## config.mk

```make
export PLATFORM = sky130hd
export DESIGN_NAME = mem_ext_host_loader
export DESIGN_NICKNAME = d
export VERILOG_FILES = /design/src/rtl/mem_ext_host_loader_pkg.sv /design/src/rtl/mem_ext_host_loader_ext_port_driver.sv /design/src/rtl/mem_ext_host_loader.sv
export SDC_FILE = /design/constraint.sdc
export NUM_CORES = 1
export LEC_CHECK = 0
export CAP_MARGIN = 20
export CORE_MARGIN = 2
export CORE_UTILIZATION = 45
export CTS_BUF_LIST = sky130_fd_sc_hd__clkbuf_4
export DETAILED_ROUTE_END_ITERATION = 7
export PLACE_DENSITY = 0.78
export SETUP_SLACK_MARGIN = 0.1
export SLEW_MARGIN = 5
export SYNTH_ARGS = -nofsm -noshare
export SYNTH_HDL_FRONTEND = slang
export SYNTH_SLANG_ARGS = --single-unit
export TNS_END_PERCENT = 5
```

## constraint.sdc

```tcl
create_clock -name clk -period 8.75 [get_ports clk]
set_input_delay 1.3125 -clock clk [delete_from_list [all_inputs] [get_ports clk]]
set_output_delay 1.3125 -clock clk [all_outputs]
set_load 0.05 [all_outputs]
```

## src/rtl/mem_ext_host_loader_pkg.sv

```systemverilog
// Shared definitions for the host loader: FSM state encoding, default word stride
// and the zero-length phase skipping helper.
package mem_ext_host_loader_pkg;

    localparam int ADDR_STEP_DEFAULT = 4;

    typedef enum logic [2:0] {
        IDLE      = 3'd0,
        LOAD_I    = 3'd1,
        LOAD_D    = 3'd2,
        RUN       = 3'd3,
        DUMP_REQ  = 3'd4,
        DUMP_WAIT = 3'd5,
        DUMP_OUT  = 3'd6
    } state_t;

    // First phase at or after from_phase whose length is non-zero; IDLE when none remain.
    function automatic state_t first_active_phase(
        input state_t from_phase,
        input logic   imem_nz,
        input logic   dmem_nz,
        input logic   run_nz,
        input logic   dump_nz
    );
        logic   go_i;
        logic   go_d;
        logic   go_r;
        logic   go_o;
        state_t result;
        go_i = (from_phase == LOAD_I);
        go_d = go_i | (from_phase == LOAD_D);
        go_r = go_d | (from_phase == RUN);
        go_o = go_r | (from_phase == DUMP_REQ);
        if (go_i && imem_nz) begin
            result = LOAD_I;
        end else if (go_d && dmem_nz) begin
            result = LOAD_D;
        end else if (go_r && run_nz) begin
            result = RUN;
        end else if (go_o && dump_nz) begin
            result = DUMP_REQ;
        end else begin
            result = IDLE;
        end
        return result;
    endfunction

endpackage

```

## src/rtl/mem_ext_host_loader_ext_port_driver.sv

```systemverilog
// Drives one cpu external memory port (addr/wen/ren/wdata) from a word index,
// a base address and the write/read requests; idle port outputs are all zero.
module mem_ext_host_loader_ext_port_driver
    import mem_ext_host_loader_pkg::*;
#(
    parameter int ADDR_STEP = ADDR_STEP_DEFAULT,
    parameter int LEN_W     = 16
) (
    input  logic [31:0]      base,
    input  logic [LEN_W-1:0] index,
    input  logic             wr_req,
    input  logic             rd_req,
    input  logic [31:0]      wr_data,
    output logic [31:0]      addr,
    output logic             wen,
    output logic             ren,
    output logic [31:0]      wdata
);

    logic [31:0] word_offset;

    always_comb begin
        word_offset = 32'(index) * 32'(ADDR_STEP);
        wen         = wr_req;
        // A write always wins so a port never sees read and write together.
        ren         = rd_req & ~wr_req;
        addr        = '0;
        wdata       = '0;
        if (wr_req || rd_req) begin
            addr = base + word_offset;
        end
        if (wr_req) begin
            wdata = wr_data;
        end
    end

endmodule

```

## src/rtl/mem_ext_host_loader.sv

```systemverilog
// Host-side loader: streams imem/dmem images into the cpu ext ports, runs the cpu
// for a programmed cycle count, then streams a dmem window back out.
module mem_ext_host_loader
    import mem_ext_host_loader_pkg::*;
#(
    parameter int ADDR_STEP = ADDR_STEP_DEFAULT,
    parameter int RD_LAT    = 1,
    parameter int LEN_W     = 16
) (
    input  logic             clk,
    input  logic             arst_n,
    input  logic             start,
    input  logic [LEN_W-1:0] imem_len,
    input  logic [LEN_W-1:0] dmem_len,
    input  logic [LEN_W-1:0] run_cycles,
    input  logic [31:0]      dump_base,
    input  logic [LEN_W-1:0] dump_len,
    input  logic             in_valid,
    output logic             in_ready,
    input  logic [31:0]      in_data,
    output logic             out_valid,
    input  logic             out_ready,
    output logic [31:0]      out_data,
    output logic             cpu_enable,
    output logic [31:0]      addr_ext,
    output logic             wen_ext,
    output logic             ren_ext,
    output logic [31:0]      wdata_ext,
    input  logic [31:0]      rdata_ext,
    output logic [31:0]      addr_ext_2,
    output logic             wen_ext_2,
    output logic             ren_ext_2,
    output logic [31:0]      wdata_ext_2,
    input  logic [31:0]      rdata_ext_2,
    output logic             busy,
    output logic             done
);

    state_t           state_reg;
    state_t           state_next;
    state_t           from_phase;
    logic [LEN_W-1:0] imem_len_reg;
    logic [LEN_W-1:0] dmem_len_reg;
    logic [LEN_W-1:0] run_cycles_reg;
    logic [LEN_W-1:0] dump_len_reg;
    logic [31:0]      dump_base_reg;
    logic [LEN_W-1:0] idx_reg;
    logic [LEN_W-1:0] idx_next;
    logic [LEN_W-1:0] idx_inc;
    logic [LEN_W-1:0] cnt_reg;
    logic [LEN_W-1:0] cnt_next;
    logic [31:0]      out_data_reg;
    logic [31:0]      out_data_next;
    logic             done_reg;
    logic             done_next;
    logic             cfg_load;
    logic             advance;
    logic [LEN_W-1:0] cfg_imem;
    logic [LEN_W-1:0] cfg_dmem;
    logic [LEN_W-1:0] cfg_run;
    logic [LEN_W-1:0] cfg_dump;
    logic             imem_wr;
    logic             dmem_wr;
    logic             dmem_rd;
    logic [31:0]      dmem_base;
    logic             unused_rdata_ext;

    assign unused_rdata_ext = ^rdata_ext;

    // While starting, phase skipping must look at the live inputs, not the stale registers.
    assign cfg_imem = cfg_load ? imem_len   : imem_len_reg;
    assign cfg_dmem = cfg_load ? dmem_len   : dmem_len_reg;
    assign cfg_run  = cfg_load ? run_cycles : run_cycles_reg;
    assign cfg_dump = cfg_load ? dump_len   : dump_len_reg;
    assign idx_inc  = idx_reg + LEN_W'(1);

    always_ff @(posedge clk or negedge arst_n) begin
        if (!arst_n) begin
            state_reg      <= IDLE;
            imem_len_reg   <= '0;
            dmem_len_reg   <= '0;
            run_cycles_reg <= '0;
            dump_len_reg   <= '0;
            dump_base_reg  <= '0;
            idx_reg        <= '0;
            cnt_reg        <= '0;
            out_data_reg   <= '0;
            done_reg       <= 1'b0;
        end else begin
            state_reg    <= state_next;
            idx_reg      <= idx_next;
            cnt_reg      <= cnt_next;
            out_data_reg <= out_data_next;
            done_reg     <= done_next;
            if (cfg_load) begin
                imem_len_reg   <= imem_len;
                dmem_len_reg   <= dmem_len;
                run_cycles_reg <= run_cycles;
                dump_len_reg   <= dump_len;
                dump_base_reg  <= dump_base;
            end
        end
    end

    always_comb begin
        state_next    = state_reg;
        idx_next      = idx_reg;
        cnt_next      = cnt_reg;
        out_data_next = out_data_reg;
        done_next     = 1'b0;
        cfg_load      = 1'b0;
        advance       = 1'b0;
        from_phase    = LOAD_I;
        case (state_reg)
            IDLE: begin
                if (start) begin
                    cfg_load   = 1'b1;
                    advance    = 1'b1;
                    from_phase = LOAD_I;
                end
            end
            LOAD_I: begin
                if (in_valid) begin
                    if (idx_inc == imem_len_reg) begin
                        advance    = 1'b1;
                        from_phase = LOAD_D;
                    end else begin
                        idx_next = idx_inc;
                    end
                end
            end
            LOAD_D: begin
                if (in_valid) begin
                    if (idx_inc == dmem_len_reg) begin
                        advance    = 1'b1;
                        from_phase = RUN;
                    end else begin
                        idx_next = idx_inc;
                    end
                end
            end
            RUN: begin
                if (cnt_reg == '0) begin
                    advance    = 1'b1;
                    from_phase = DUMP_REQ;
                end else begin
                    cnt_next = cnt_reg - LEN_W'(1);
                end
            end
            DUMP_REQ: begin
                state_next = DUMP_WAIT;
                cnt_next   = LEN_W'(1);
            end
            DUMP_WAIT: begin
                if (cnt_reg >= LEN_W'(RD_LAT)) begin
                    out_data_next = rdata_ext_2;
                    state_next    = DUMP_OUT;
                end else begin
                    cnt_next = cnt_reg + LEN_W'(1);
                end
            end
            DUMP_OUT: begin
                if (out_ready) begin
                    if (idx_inc == dump_len_reg) begin
                        state_next = IDLE;
                        idx_next   = '0;
                        done_next  = 1'b1;
                    end else begin
                        state_next = DUMP_REQ;
                        idx_next   = idx_inc;
                    end
                end
            end
            default: begin
                state_next = IDLE;
            end
        endcase
        // Entering a new phase: every phase restarts its word index at 0.
        if (advance) begin
            state_next = first_active_phase(from_phase, cfg_imem != '0, cfg_dmem != '0,
                                            cfg_run != '0, cfg_dump != '0);
            idx_next   = '0;
            cnt_next   = cfg_run - LEN_W'(1);
            if (state_next == IDLE) begin
                done_next = 1'b1;
            end
        end
    end

    assign in_ready   = (state_reg == LOAD_I) || (state_reg == LOAD_D);
    assign cpu_enable = (state_reg == RUN);
    assign out_valid  = (state_reg == DUMP_OUT);
    assign out_data   = out_data_reg;
    assign busy       = (state_reg != IDLE);
    assign done       = done_reg;

    assign imem_wr   = (state_reg == LOAD_I) && in_valid;
    assign dmem_wr   = (state_reg == LOAD_D) && in_valid;
    assign dmem_rd   = (state_reg == DUMP_REQ);
    assign dmem_base = dmem_rd ? dump_base_reg : 32'h0;

    mem_ext_host_loader_ext_port_driver #(
        .ADDR_STEP (ADDR_STEP),
        .LEN_W     (LEN_W)
    ) u_imem_port (
        .base    (32'h0),
        .index   (idx_reg),
        .wr_req  (imem_wr),
        .rd_req  (1'b0),
        .wr_data (in_data),
        .addr    (addr_ext),
        .wen     (wen_ext),
        .ren     (ren_ext),
        .wdata   (wdata_ext)
    );

    mem_ext_host_loader_ext_port_driver #(
        .ADDR_STEP (ADDR_STEP),
        .LEN_W     (LEN_W)
    ) u_dmem_port (
        .base    (dmem_base),
        .index   (idx_reg),
        .wr_req  (dmem_wr),
        .rd_req  (dmem_rd),
        .wr_data (in_data),
        .addr    (addr_ext_2),
        .wen     (wen_ext_2),
        .ren     (ren_ext_2),
        .wdata   (wdata_ext_2)
    );

endmodule

```

# --- Yosys cells after proc, flatten, opt, wreduce, memory -nomap -nowiden ---
# Cells that the tools add are included.
word_totals:
  regBits: 164
  inputBits: 197
  elab_cells: 116
op_classes:
  n_addsub: 5
  n_lt_le_gt_ge: 1
  eq_ne: 22
  mux: 50
  bitwise_logic: 5
  reduce_logical: 23
op_table:
  columns: ["op", "count"]
  rows:
  - ["16-bit 2-to-1 mux", 14]
  - ["32-bit 2-to-1 mux", 4]
  - ["16-bit one-hot mux with 3 select lines", 2]
  - ["16-bit nonzero test", 4]
  - ["16-bit == test", 3]
  - ["16-bit by 1-bit adder with 16-bit output, second input constant", 2]
  - ["32-bit by 18-bit adder with 32-bit output", 1]
  - ["16-bit by 1-bit subtractor with 16-bit output, second input constant", 2]
  - ["3-bit 2-to-1 mux", 10]
  - ["3-bit inequality test, second input constant", 7]
  - ["18-bit 2-to-1 mux", 1]
  - ["16-bit by 1-bit >= comparator with 1-bit output, second input constant", 1]
  - ["16-bit zero test", 1]
  - ["3-bit by 2-bit == test with 1-bit output, second input constant", 4]
  - ["3-bit == test, second input constant", 4]
  - ["1-bit 2-to-1 mux", 12]
  - ["3-bit one-hot mux with 4 select lines", 1]
  - ["3-bit one-hot mux with 3 select lines", 1]
  - ["2-bit 2-to-1 mux", 4]
  - ["4-bit nonzero test", 2]
  - ["3-bit by 1-bit == test with 1-bit output, second input constant", 2]
  - ["1-bit logical AND", 6]
  - ["3-bit zero test", 2]
  - ["3-bit AND reduction", 2]
  - ["other kinds (11)", 14]

# --- Logic depth before layout (Yosys ltp) ---
# Gate-level depths: netlist of the first run.
depth:
  depth_word: 18
  ltp_mapped: 16
  ltp_nobuf: 13

# --- Hierarchy ---
# A second synthesis of the first run with hierarchy kept.
hier_totals:
  cells_unflattened: 1545
  hier_area_um2: 12467.0
modules_own_cells:
  columns: ["mod", "n_inst", "cells_per_inst", "area_each_um2", "seq_area_each_um2"]
  rows:
  - ["mem_ext_host_loader", 1, 1081, 9506.6, 4103.9]
  - ["mem_ext_host_loader_ext_port_driver", 2, 232, 1480.2, 0.0]

# --- Least setup slack after synthesis of the first run ---
# OpenSTA, ideal clock, no wires.
synth_path:
  kind: "reg-to-output"
  start: "reg state_reg[2]"
  end: "out addr_ext_2[17]"
  t_arrival_ns: 4.101
  required_time_ns: 7.438
  setup_slack_ns: 3.336
  path_stages_with_launch: 14
  cell_sequence: "dfrtp_1 > clkbuf_1 > nor2b_1 > clkbuf_1 > clkbuf_1 > and3_1 > ha_1 > a21o_1 > a21o_1 > a2111oi_0 > nor4_1 > o21ai_0 > nand2_1 > nor3_1"
synth_between:
  elab_chain_cells: 4
  word_cells_on_any_way: 7
synth_lines:
  columns: ["item", "line_no", "rtl"]
  rows:
  - ["start, declared", "mem_ext_host_loader.sv:39", "state_t state_reg;"]
  - ["start signal, assigned", "mem_ext_host_loader.sv:90", "state_reg <= state_next;"]
  - ["3-bit == test / 3-bit by 2-bit == test with 1-bit output (equally long branches)", "mem_ext_host_loader.sv:199, mem_ext_host_loader.sv:198", null]
  - ["32-bit 2-to-1 mux / 1-bit logical AND (equally long branches)", "mem_ext_host_loader.sv:200, mem_ext_host_loader.sv:198", null]
  - ["32-bit by 18-bit adder with 32-bit output / 1-bit logical OR (equally long branches)", "mem_ext_host_loader_ext_port_driver.sv:30, mem_ext_host_loader_ext_port_driver.sv:29", null]
  - ["32-bit 2-to-1 mux (*)", "mem_ext_host_loader_ext_port_driver.sv:29", "if (wr_req || rd_req) begin"]
  - ["end, declared", "mem_ext_host_loader.sv:30", "output logic [31:0] addr_ext_2,"]
# Every way passes the cells marked *; elsewhere a longest branch is shown, timed or not.

# --- Worst setup path after layout of the first run ---
layout_path:
  start: "reg state_reg[0]"
  end: "out addr_ext_2[27]"
# Same word-level chain as after synthesis.

==> metrics.md, run 1 <==
| Metric | Value |
|---|---|
| Status | `finished clean` |
| Hold Crit Depth | `2` |
| Ys Warns | `0` |
| Num ports | `~370` |
| Syn Inst Count | `1,369` |
| Largest net degree at the start of global routing | `66` |
| Main flop type after synthesis | `dfrtp_1` |
| P_leak | `between 6 and 7 nW` |
| Vias | `approximately 11,000` |
| CP arrival | `approximately 5.5 ns` |
| Residual DRC | `0` |
| Setup-failing EPs final | `0` |
| Worst vdd ir | `0.2550 mV` |
| GR Overflow Total | `0` |
| Share of layout cells above drive strength 1 | `0.08136` |
| Min-delay src | `dump_base_reg[17]$_DFFE_PN0P_` |
| Asr flop ratio synth | `1.000` |
| Crit path time final | `slightly below 7 ns` |
| FP Rows | `slightly below 60` |
| Bufs on Longest Clock Path | `2` |
| Clk sinks | `between 150 and 200` |
| Clock skew | `0.03511 ns` |
| FF+latch area | `0.004104 mm2` |
| Chip Width | `between 150 and 200 um` |
| Crit-path max FO | `27` |
| Max Cap Viol | `0` |
| H-tree Lvls | `4` |
| Tightest Pin Transition | `between 1 and 1.5 ns` |
| Power Total | `approximately 4.7 mW` |
| Clk Latency, worst-skew pair | `0.59 ns` |
| WS Path Type | `register to output port` |
| Vias per std cell | `a little under 6` |
| Area of the multi-input gates | `about 0.0070 mm2` |
| EDFF count, synth | `0` |
| Final wirelength | `37,560 um` |
| RSZ-0062 raised after global routing | `no` |
| CTS Hold Bufs | `0` |
| Starting Density | `0.4590` |
| Relative slew slack | `0.2364` |
| Post-CTS Setup Bufs | `0` |
| Setup TNS Final | `0 ns` |
| Initial antenna violation count | `0` |
| CTS tree | `built` |
| Max Transition Viols Final | `0` |
| Total Routing Usage GR | `0.2716` |
| RR Startpoint | `idx_reg[0]$_DFFE_PN0P_` |
| Final ANT Viol Nets | `0` |
| Critical Path End Type | `output port` |
| Synthesized area | `0.01159 mm2` |
| Die height | `between 150 and 200 um` |
| Fill cells | `roughly 2,200` |
| Hold Crit Class | `register to register` |
| Total CTS buffers | `17` |
| Final cycle utilization of the critical path | `0.7780` |
| Hold EP | `dump_base_reg[17]$_DFFE_PN0P_` |
| Fmax | `0.1469 GHz` |
| Dpl hpwl | `28,510 um` |
| Seq/Total Area, Yosys | `0.3540` |
| Post-CTS resize count | `0` |
| Synth cell types | `78` |
| Clock transition at path regs | `~0.16 ns` |
| First-pass GRT wire length | `approximately 58,000 um` |
| Core area | `approximately 0.025 mm2` |
| #FFs+latches synth | `164` |
| Iter 0 DRT Violations | `~1,100` |
| Critical path launch point type | `register` |
| WL/cell | `approximately 19 um` |
| Buffers on Ports | `316` |
| Placer Congestion | `~1.0` |
| Final Hold Viols | `0` |
| Fin nets | `between 1,500 and 2,000` |
| Clock Root Buffer | `clkbuf_4` |
| Area Growth Syn to Fin | `31.12%` |
| Reg2Reg Setup Slack | `between 3 and 4 ns` |
| Vias in the first global route | `approximately 11,000` |
| Reg2Reg Depth | `11` |
| DR pass1 iterations | `8` |
| Worst Path Required | `roughly 7.4 ns` |
| Die area | `between 0.02 and 0.03 mm2` |
| Reg-to-reg critical path endpoint | `cnt_reg[14]$_DFFE_PN0P_` |
| PD cells | `between 300 and 400 mW/mm2` |
| Avg Inst Size Synth | `8.468 um2` |
per-stage QoR:
stage               instance area, um2    util  setup slack [ns]  hold WS (ns)  instances
floorplan                        11650       -             3.336        0.4374       1385
global placement                 14850  0.5880             2.612        0.4492       1942
detailed placement               14870  0.5886             2.659        0.4538       1943
CTS                              15180  0.6012             2.003        0.4898       1975
global route                     15200  0.6018             1.534        0.5119       1977
finish                           15200  0.6019             1.943        0.4881       1978
logic make-up (layout without fill, tap and decap cells):
family                   Yosys count  after routing  share of synthesized area
XOR/XNOR                          98             98                    0.08840
other                              1             18                  0.0003235
AO/OA/AOI/OAI                    204            204                     0.1192
flip-flops                       164            164                     0.3540
AND/OR/NAND/NOR                  670            670                     0.2888
adder cells (fa/ha/maj)           22             22                    0.02439
multiplexers                      76             76                    0.07264
buffers and inverters            134            396                    0.05224
per-layer routing:
metal,global-route usage,share of wire,up-vias
li1,-,-,5322
met1,0.3222,0.38,5440
met2,0.4855,0.50,555
met3,0.05349,0.079,81
met4,0.1024,0.035,0
met5,0,0,-
worst max-delay path, stage by stage (launching register included):
cell and delay [ns]:
dfrtp_1 0.55, clkinv_1 0.63, and3_1 0.47, ha_1 0.28
a21o_1 0.15, a21o_1 0.21, a2111oi_0 0.65, nor4_1 0.17
o21ai_0 0.35, a31oi_1 0.28, nand3_1 0.17, xor2_1 0.07
nor2_1 0.11, clkdlybuf4s50_1 0.83
where the power goes:
| part | internal (mW) | switching (mW) |
|---|---|---|
| Sequential | 1.11 | 0.428 |
| Clock | 0.136 | 0.341 |
| Combinational | 1.09 | 1.60 |
| Total | 2.33 | 2.36 |
placed cells by master (no fill, tap or decap), types with 6 or more instances in the layout:
| cell type | netlist | layout |
|---|---|---|
| or3_1 | 9 | 9 |
| xnor2_1 | 50 | 50 |
| mux2_2 | 65 | 65 |
| nand4_1 | 22 | 22 |
| and3_1 | 38 | 38 |
| nor4_1 | 30 | 30 |
| o211ai_1 | 9 | 9 |
| nand3_1 | 41 | 40 |
| conb_1 | 1 | 17 |
| o21ai_0 | 42 | 42 |
| o2111ai_1 | 7 | 7 |
| nand2_1 | 247 | 247 |
| a211oi_1 | 10 | 10 |
| a21o_1 | 8 | 8 |
| inv_1 | 33 | 33 |
| a31oi_1 | 23 | 23 |
| o22ai_1 | 11 | 11 |
| nor2b_1 | 7 | 6 |
| nand2b_1 | 14 | 14 |
| buf_4 | 21 | 13 |
| a21oi_1 | 33 | 33 |
| nor2_1 | 114 | 113 |
| and2_1 | 80 | 80 |
| mux2i_1 | 11 | 11 |
| clkinv_8 | 0 | 7 |
| and4_1 | 8 | 8 |
| xor2_1 | 36 | 36 |
| ha_1 | 21 | 21 |
| dfrtp_1 | 164 | 164 |
| clkdlybuf4s50_1 | 0 | 315 |
| xnor3_1 | 11 | 11 |
| o221ai_1 | 8 | 8 |
| o31ai_1 | 6 | 6 |
| nor3_1 | 27 | 27 |
| clkbuf_4 | 0 | 17 |
synth_stat cells, drive strengths merged (14+ instances only):
master | number | share of area
nand2 | 247 | 0.080
dfrtp | 164 | 0.35
nor2 | 115 | 0.037
and2 | 80 | 0.043
mux2 | 65 | 0.063
clkbuf | 64 | 0.021
xnor2 | 50 | 0.038
o21ai | 44 | 0.019
nand3 | 41 | 0.018
and3 | 38 | 0.021
buf | 36 | 0.021
xor2 | 36 | 0.027
nor4 | 34 | 0.022
a21oi | 33 | 0.014
inv | 33 | 0.011
nor3 | 30 | 0.014
nand4 | 24 | 0.016
a31oi | 23 | 0.012
ha | 21 | 0.023
nand2b | 14 | 0.0076
layout make-up:
type / instances / area share
well taps: 330 / 0.02716
flip-flops and latches: 164 / 0.2700
repair buffers: 330 / 0.2156
multi-input cells: 1087 / 0.4579
clock inverters: 15 / 0.01243
inverters: 34 / 0.008396
diodes: 1 / 0.0001646
clock buffers: 17 / 0.008396
worst max-delay path by stage:
stage / from / end / slack (ns) / cells past startpoint
detailed placement: state_reg[0]$_DFFE_PN0P_ / addr_ext_2[27] / 2.66 / 13
global route: state_reg[0]$_DFFE_PN0P_ / addr_ext_2[27] / 1.53 / 13
CTS: state_reg[0]$_DFFE_PN0P_ / addr_ext_2[27] / 2.00 / 13
floorplan: state_reg[2]$_DFFE_PN0P_ / addr_ext_2[17] / 3.34 / 13
finish: state_reg[0]$_DFFE_PN0P_ / addr_ext_2[27] / 1.94 / 13
global placement: in_valid / addr_ext_2[18] / 2.61 / 7
Power figures use the tool's default switching activity.
==> run 2, diff against run 1 <==
==> constraint.sdc (replaced) <==
create_clock -name clk -period 6.6 [get_ports clk]
set_input_delay 0.99 -clock clk [delete_from_list [all_inputs] [get_ports clk]]
set_output_delay 0.99 -clock clk [all_outputs]
set_load 0.05 [all_outputs]
==> metrics.md, run 2 (synthesized netlist as in run 1, its figures left out) <==
| Metric | Value |
|---|---|
| Starting Density | `0.4590` |
| Clk Latency, worst-skew pair | `0.59 ns` |
| WS Path Type | `register to output port` |
| Finished Layout Cells | `1,981` |
| CP arrival | `4.94 ns` |
| Tightest Pin Transition | `1.114 ns` |
| Fmax | `0.1687 GHz` |
| CP Cell Sequence | `clkinvlp_4 > and3_1 > ha_1 > a21o_1 > a21o_1 > a2111oi_1 > nor4_1 > o21ai_0 > a31oi_1 > nand3_1 > xor2_1 > nor2_1 > clkdlybuf4s50_1` |
| Vias | `~11,000` |
| Hold WS | `approximately 0.48 ns` |
| Final wirelength | `around 38,000 um` |
| Buffers on Ports | `around 320` |
| Setup TNS Final | `0 ns` |
| Final cycle utilization of the critical path | `0.8981` |
| Fin nets | `approximately 1,900` |
| Commonest non-fill, non-tap cells in the layout | `clkdlybuf4s50_1, nand2_1, dfrtp_1, nor2_1, and2_1` |
| FP Rows | `58` |
| Hold Crit Class | `primary input to asynchronous set/reset pin` |
| Worst path bufs/invs | `2` |
| Core area | `about 0.025 mm2` |
| Iter 0 DRT Violations | `between 1,000 and 1,500` |
| Total Routing Usage GR | `0.2736` |
| Setup-failing EPs final | `0` |
| DR pass1 iterations | `5` |
| GR Overflow Total | `0` |
| First-pass GRT wire length | `around 58,000 um` |
| Vias in the first global route | `~11,000` |
| Commonest non-fill, non-tap cell in the layout | `clkdlybuf4s50_1` |
| Critical path launch point type | `register` |
| CTS tree | `built` |
| Largest net degree at the start of global routing | `102` |
| Relative slew slack | `0.2543` |
| WL/cell | `~19 um` |
| Residual DRC | `0` |
| Crit-path max FO | `15` |
| Area of the multi-input gates | `around 0.0070 mm2` |
| Total CTS buffers | `17` |
| Max Transition Viols Final | `0` |
| Placed insts | `about 1,900` |
| FF+latch area | `0.004104 mm2` |
| Max Cap Viol | `0` |
| Placer Congestion | `0.9943` |
| Fill cells | `roughly 2,300` |
| Status | `finished clean` |
| Critical Path End Type | `output port` |
| Power Total | `around 6.2 mW` |
| Cell family with most CP delay | `compound AO/OA/AOI/OAI gates` |
| Die height | `about 160 um` |
| Slowest-stage cell, CP | `clkdlybuf4s50_1` |
| Clk sinks | `between 150 and 200` |
| Final ANT Viol Nets | `0` |
| H-tree Lvls | `4` |
| Bufs on Longest Clock Path | `2` |
| Crit path time final | `between 5 and 6 ns` |
| CP max stage delay | `~0.82 ns` |
| Area Growth Syn to Fin | `31.29%` |
| Final Hold Viols | `0` |
| RSZ-0062 raised after global routing | `no` |
| Share of layout cells above drive strength 1 | `0.08308` |
| Worst Path Required | `5.61 ns` |
| PD cells | `roughly 410 mW/mm2` |
| Num ports | `between 300 and 400` |
| Chip Width | `~160 um` |
| Dpl hpwl | `28,450 um` |
| Worst vdd ir | `0.3835 mV` |
| P_leak | `between 6 and 7 nW` |
| Vias per std cell | `5.715` |
| Initial antenna violation count | `0` |
| Crit-path most repeated cell | `a21o_1` |
| Clock transition at path regs | `0.18 ns` |
| Clock skew | `around 0.036 ns` |
| Clock Root Buffer | `clkbuf_4` |
| Die area | `around 0.027 mm2` |
-- run 2: cell type report --
type / instances / area share
Inverter: 34 / 0.008632
Antenna cell: 2 / 0.0003288
Timing Repair Buffer: 332 / 0.2166
Clock inverter: 15 / 0.01159
Sequential cell: 164 / 0.2696
Tap cell: 330 / 0.02713
Clock buffer: 17 / 0.008385
Multi-Input combinational cell: 1087 / 0.4577
-- run 2: final timing paths --
| path | from | end | slack [ns] | cells past startpoint |
|---|---|---|---|---|
| worst max-delay path | state_reg[0]$_DFFE_PN0P_ | addr_ext_2[31] | 0.67 | 13 |
| worst min-delay path | arst_n | cnt_reg[6]$_DFFE_PN0P_ | 0.48 | 1 |
| worst max register to register | idx_reg[3]$_DFFE_PN0P_ | cnt_reg[8]$_DFFE_PN0P_ | 1.80 | 9 |
| worst min register to register | dump_base_reg[0]$_DFFE_PN0P_ | dump_base_reg[0]$_DFFE_PN0P_ | 0.49 | 2 |
| max in group asynchronous | arst_n | dump_len_reg[10]$_DFF_PN0_ | 4.73 | 2 |
| min in group clk | dump_base_reg[0]$_DFFE_PN0P_ | dump_base_reg[0]$_DFFE_PN0P_ | 0.49 | 2 |
-- run 2: timing repair --
item | in CTS | in global routing
hold buffers | 0 | 0
gates resized for setup | 0 | 4
setup endpoints to repair | 0 | 7
setup buffers | 0 | 0
-- run 2: per-stage QoR --
step | utilization | cell area, um2 | setup WS, ns
6_report | 0.6027 | 15220 | 0.6723
5_1_grt | 0.6025 | 15210 | 0.1293
4_1_cts | 0.6015 | 15190 | 0.3348
3_5_place_dp | 0.5894 | 14890 | 1.022
3_3_place_gp | 0.5894 | 14890 | 1.022
2_1_floorplan | - | 11650 | 1.509
-- run 2: power by group --
part           internal, mW  leakage (nW)  switching [mW]
clock network         0.184         0.165           0.450
registers              1.47          1.96           0.541
logic                  1.46          4.35            2.14
total                  3.11          6.48            3.13
-- run 2: metal layers --
| layer | vias to the layer above | global-route usage | part of all wire | wire length, um |
|---|---|---|---|---|
| li1 | 5304 | - | - | - |
| met1 | 5365 | 0.3294 | 0.38 | 14400 |
| met2 | 553 | 0.4893 | 0.50 | 18880 |
| met3 | 99 | 0.04545 | 0.076 | 2862 |
| met4 | 0 | 0.1040 | 0.038 | 1424 |
| met5 | - | 0 | 0 | 0 |
==> run 3, diff against run 2 <==
--- a/config.mk
+++ b/config.mk
@@ -10,7 +10,8 @@
 export CORE_UTILIZATION = 45
 export CTS_BUF_LIST = sky130_fd_sc_hd__clkbuf_4
 export DETAILED_ROUTE_END_ITERATION = 7
-export PLACE_DENSITY = 0.78
+export MAX_ROUTING_LAYER = met4
+export PLACE_DENSITY = 0.8
 export SETUP_SLACK_MARGIN = 0.1
 export SLEW_MARGIN = 5
 export SYNTH_ARGS = -nofsm -noshare
==> metrics.md, run 3 (synthesized netlist as in run 1, its figures left out) <==
| Metric | Value |
|---|---|
| Worst vdd ir | `0.3261 mV` |
| Die area | `0.02706 mm2` |
| Final ANT Viol Nets | `0` |
| Clock skew | `around 0.032 ns` |
| Chip Width | `between 150 and 200 um` |
| Placed insts | `between 1,500 and 2,000` |
| Finished Layout Cells | `between 1,500 and 2,000` |
| Vias | `11,480` |
| Clk sinks | `164` |
| Num ports | `roughly 370` |
| Core area | `approximately 0.025 mm2` |
| Placer Congestion | `between 1 and 1.5` |
| Area Growth Syn to Fin | `31.37%` |
| WS Path Type | `register to output port` |
| Starting Density | `0.4590` |
| Buffers on Ports | `~320` |
| Worst Path Required | `5.61 ns` |
| Clock Root Buffer | `clkbuf_4` |
| Critical path launch point type | `register` |
| Power Total | `~6.3 mW` |
| Clock transition at path regs | `approximately 0.16 ns` |
| Final instance area | `~0.015 mm2` |
| Dpl hpwl | `roughly 29,000 um` |
| Setup-failing EPs final | `0` |
| Post-Place Worst Slack | `1.051 ns` |
| Worst path bufs/invs | `2` |
| Share of layout cells above drive strength 1 | `0.08419` |
| First-pass GRT wire length | `58,440 um` |
| Hold Crit Class | `primary input to asynchronous set/reset pin` |
| N_diodes | `0` |
| Initial antenna violation count | `0` |
| Fmax | `0.1625 GHz` |
| Final Hold Viols | `0` |
| Placed Area | `0.01490 mm2` |
| CP max stage delay | `around 0.8 ns` |
| Final cycle utilization of the critical path | `0.9324` |
| Total CTS buffers | `17` |
| Vias per std cell | `between 5 and 6` |
| Commonest non-fill, non-tap cells in the layout | `clkdlybuf4s50_1, nand2_1, dfrtp_1, nor2_1, and2_1` |
| Slowest-stage cell, CP | `clkdlybuf4s50_1` |
| WL/cell | `~19 um` |
| RSZ-0062 raised after global routing | `no` |
| Final core occ | `0.6030` |
| Bufs on Longest Clock Path | `2` |
| CTS Hold Bufs | `0` |
| Tightest Pin Transition | `1.081 ns` |
| DR pass1 iterations | `6` |
| CP arrival | `a little over 5 ns` |
| Fin nets | `1,857` |
| Relative slew slack | `0.2724` |
| GR Overflow Total | `0` |
| H-tree Lvls | `4` |
| CP Cell Sequence | `clkinvlp_4 > and3_1 > ha_1 > a21o_1 > a21o_1 > a2111oi_0 > nor4_1 > o21ai_0 > a31oi_1 > nand3_1 > xor2_1 > nor2_1 > clkdlybuf4s50_1` |
| Max Transition Viols Final | `0` |
| Total Routing Usage GR | `0.2858` |
| P_leak | `around 6.5 nW` |
| Vias in the first global route | `between 10,000 and 15,000` |
| Critical Path End Type | `output port` |
| Commonest non-fill, non-tap cell in the layout | `clkdlybuf4s50_1` |
| Clk Latency, worst-skew pair | `about 0.59 ns` |
| Residual DRC | `0` |
| Crit path time final | `about 6.2 ns` |
| Status | `finished clean` |
| CTS tree | `built` |
| Cell family with most CP delay | `compound AO/OA/AOI/OAI gates` |
| Die height | `164.5 um` |
| Iter 0 DRT Violations | `~1,100` |
| Crit-path max FO | `17` |
| Largest net degree at the start of global routing | `100` |
| Setup TNS Final | `0 ns` |
| PD cells | `412.8 mW/mm2` |
| Final worst slack | `around 0.45 ns` |
| FP Rows | `slightly below 60` |
| Hold WS | `roughly 0.48 ns` |
| Final wirelength | `around 38,000 um` |
| Max Cap Viol | `0` |
| Crit-path most repeated cell | `a21o_1` |
run 3: metal layers:
metal,track usage,vias up,share of wire
met1,0.3348,5402,0.37
met3,0.05349,107,0.092
met2,0.4913,639,0.50
li1,-,5327,-
met5,-,-,0
met4,0.1036,0,0.035
run 3: where the power goes:
group,internal [mW],switching (mW)
combinational,1.45,2.15
clock,0.214,0.445
sequential,1.47,0.556
run 3: area by class of cell:
| class | count | area (um2) |
|---|---|---|
| clock buffers | 17 | 127.6 |
| clock inverters | 15 | 188.9 |
| fillers | 2230 | 10030 |
| inverters | 34 | 131.4 |
| multi-input cells | 1087 | 6964 |
| flip-flops and latches | 164 | 4104 |
| well taps | 330 | 412.9 |
| repair buffers | 334 | 3299 |
run 3: path summary, 6_finish.rpt:
check | from | to | slack (ns) | cells past startpoint
max | state_reg[0]$_DFFE_PN0P_ | addr_ext_2[31] | 0.45 | 13
min | arst_n | run_cycles_reg[7]$_DFF_PN0_ | 0.48 | 1
max reg2reg | idx_reg[5]$_DFFE_PN0P_ | cnt_reg[8]$_DFFE_PN0P_ | 1.66 | 9
min reg2reg | dump_base_reg[0]$_DFFE_PN0P_ | dump_base_reg[0]$_DFFE_PN0P_ | 0.48 | 2
max in group asynchronous | arst_n | idx_reg[4]$_DFFE_PN0P_ | 4.66 | 2
min in group clk | dump_base_reg[0]$_DFFE_PN0P_ | dump_base_reg[0]$_DFFE_PN0P_ | 0.48 | 2
run 3: what timing repair did:
action                                  4_1_cts  5_1_grt
hold endpoints to repair                      0        0
setup buffers                                 0        0
gates resized for setup                       0        2
endpoints found under the setup margin        0        2
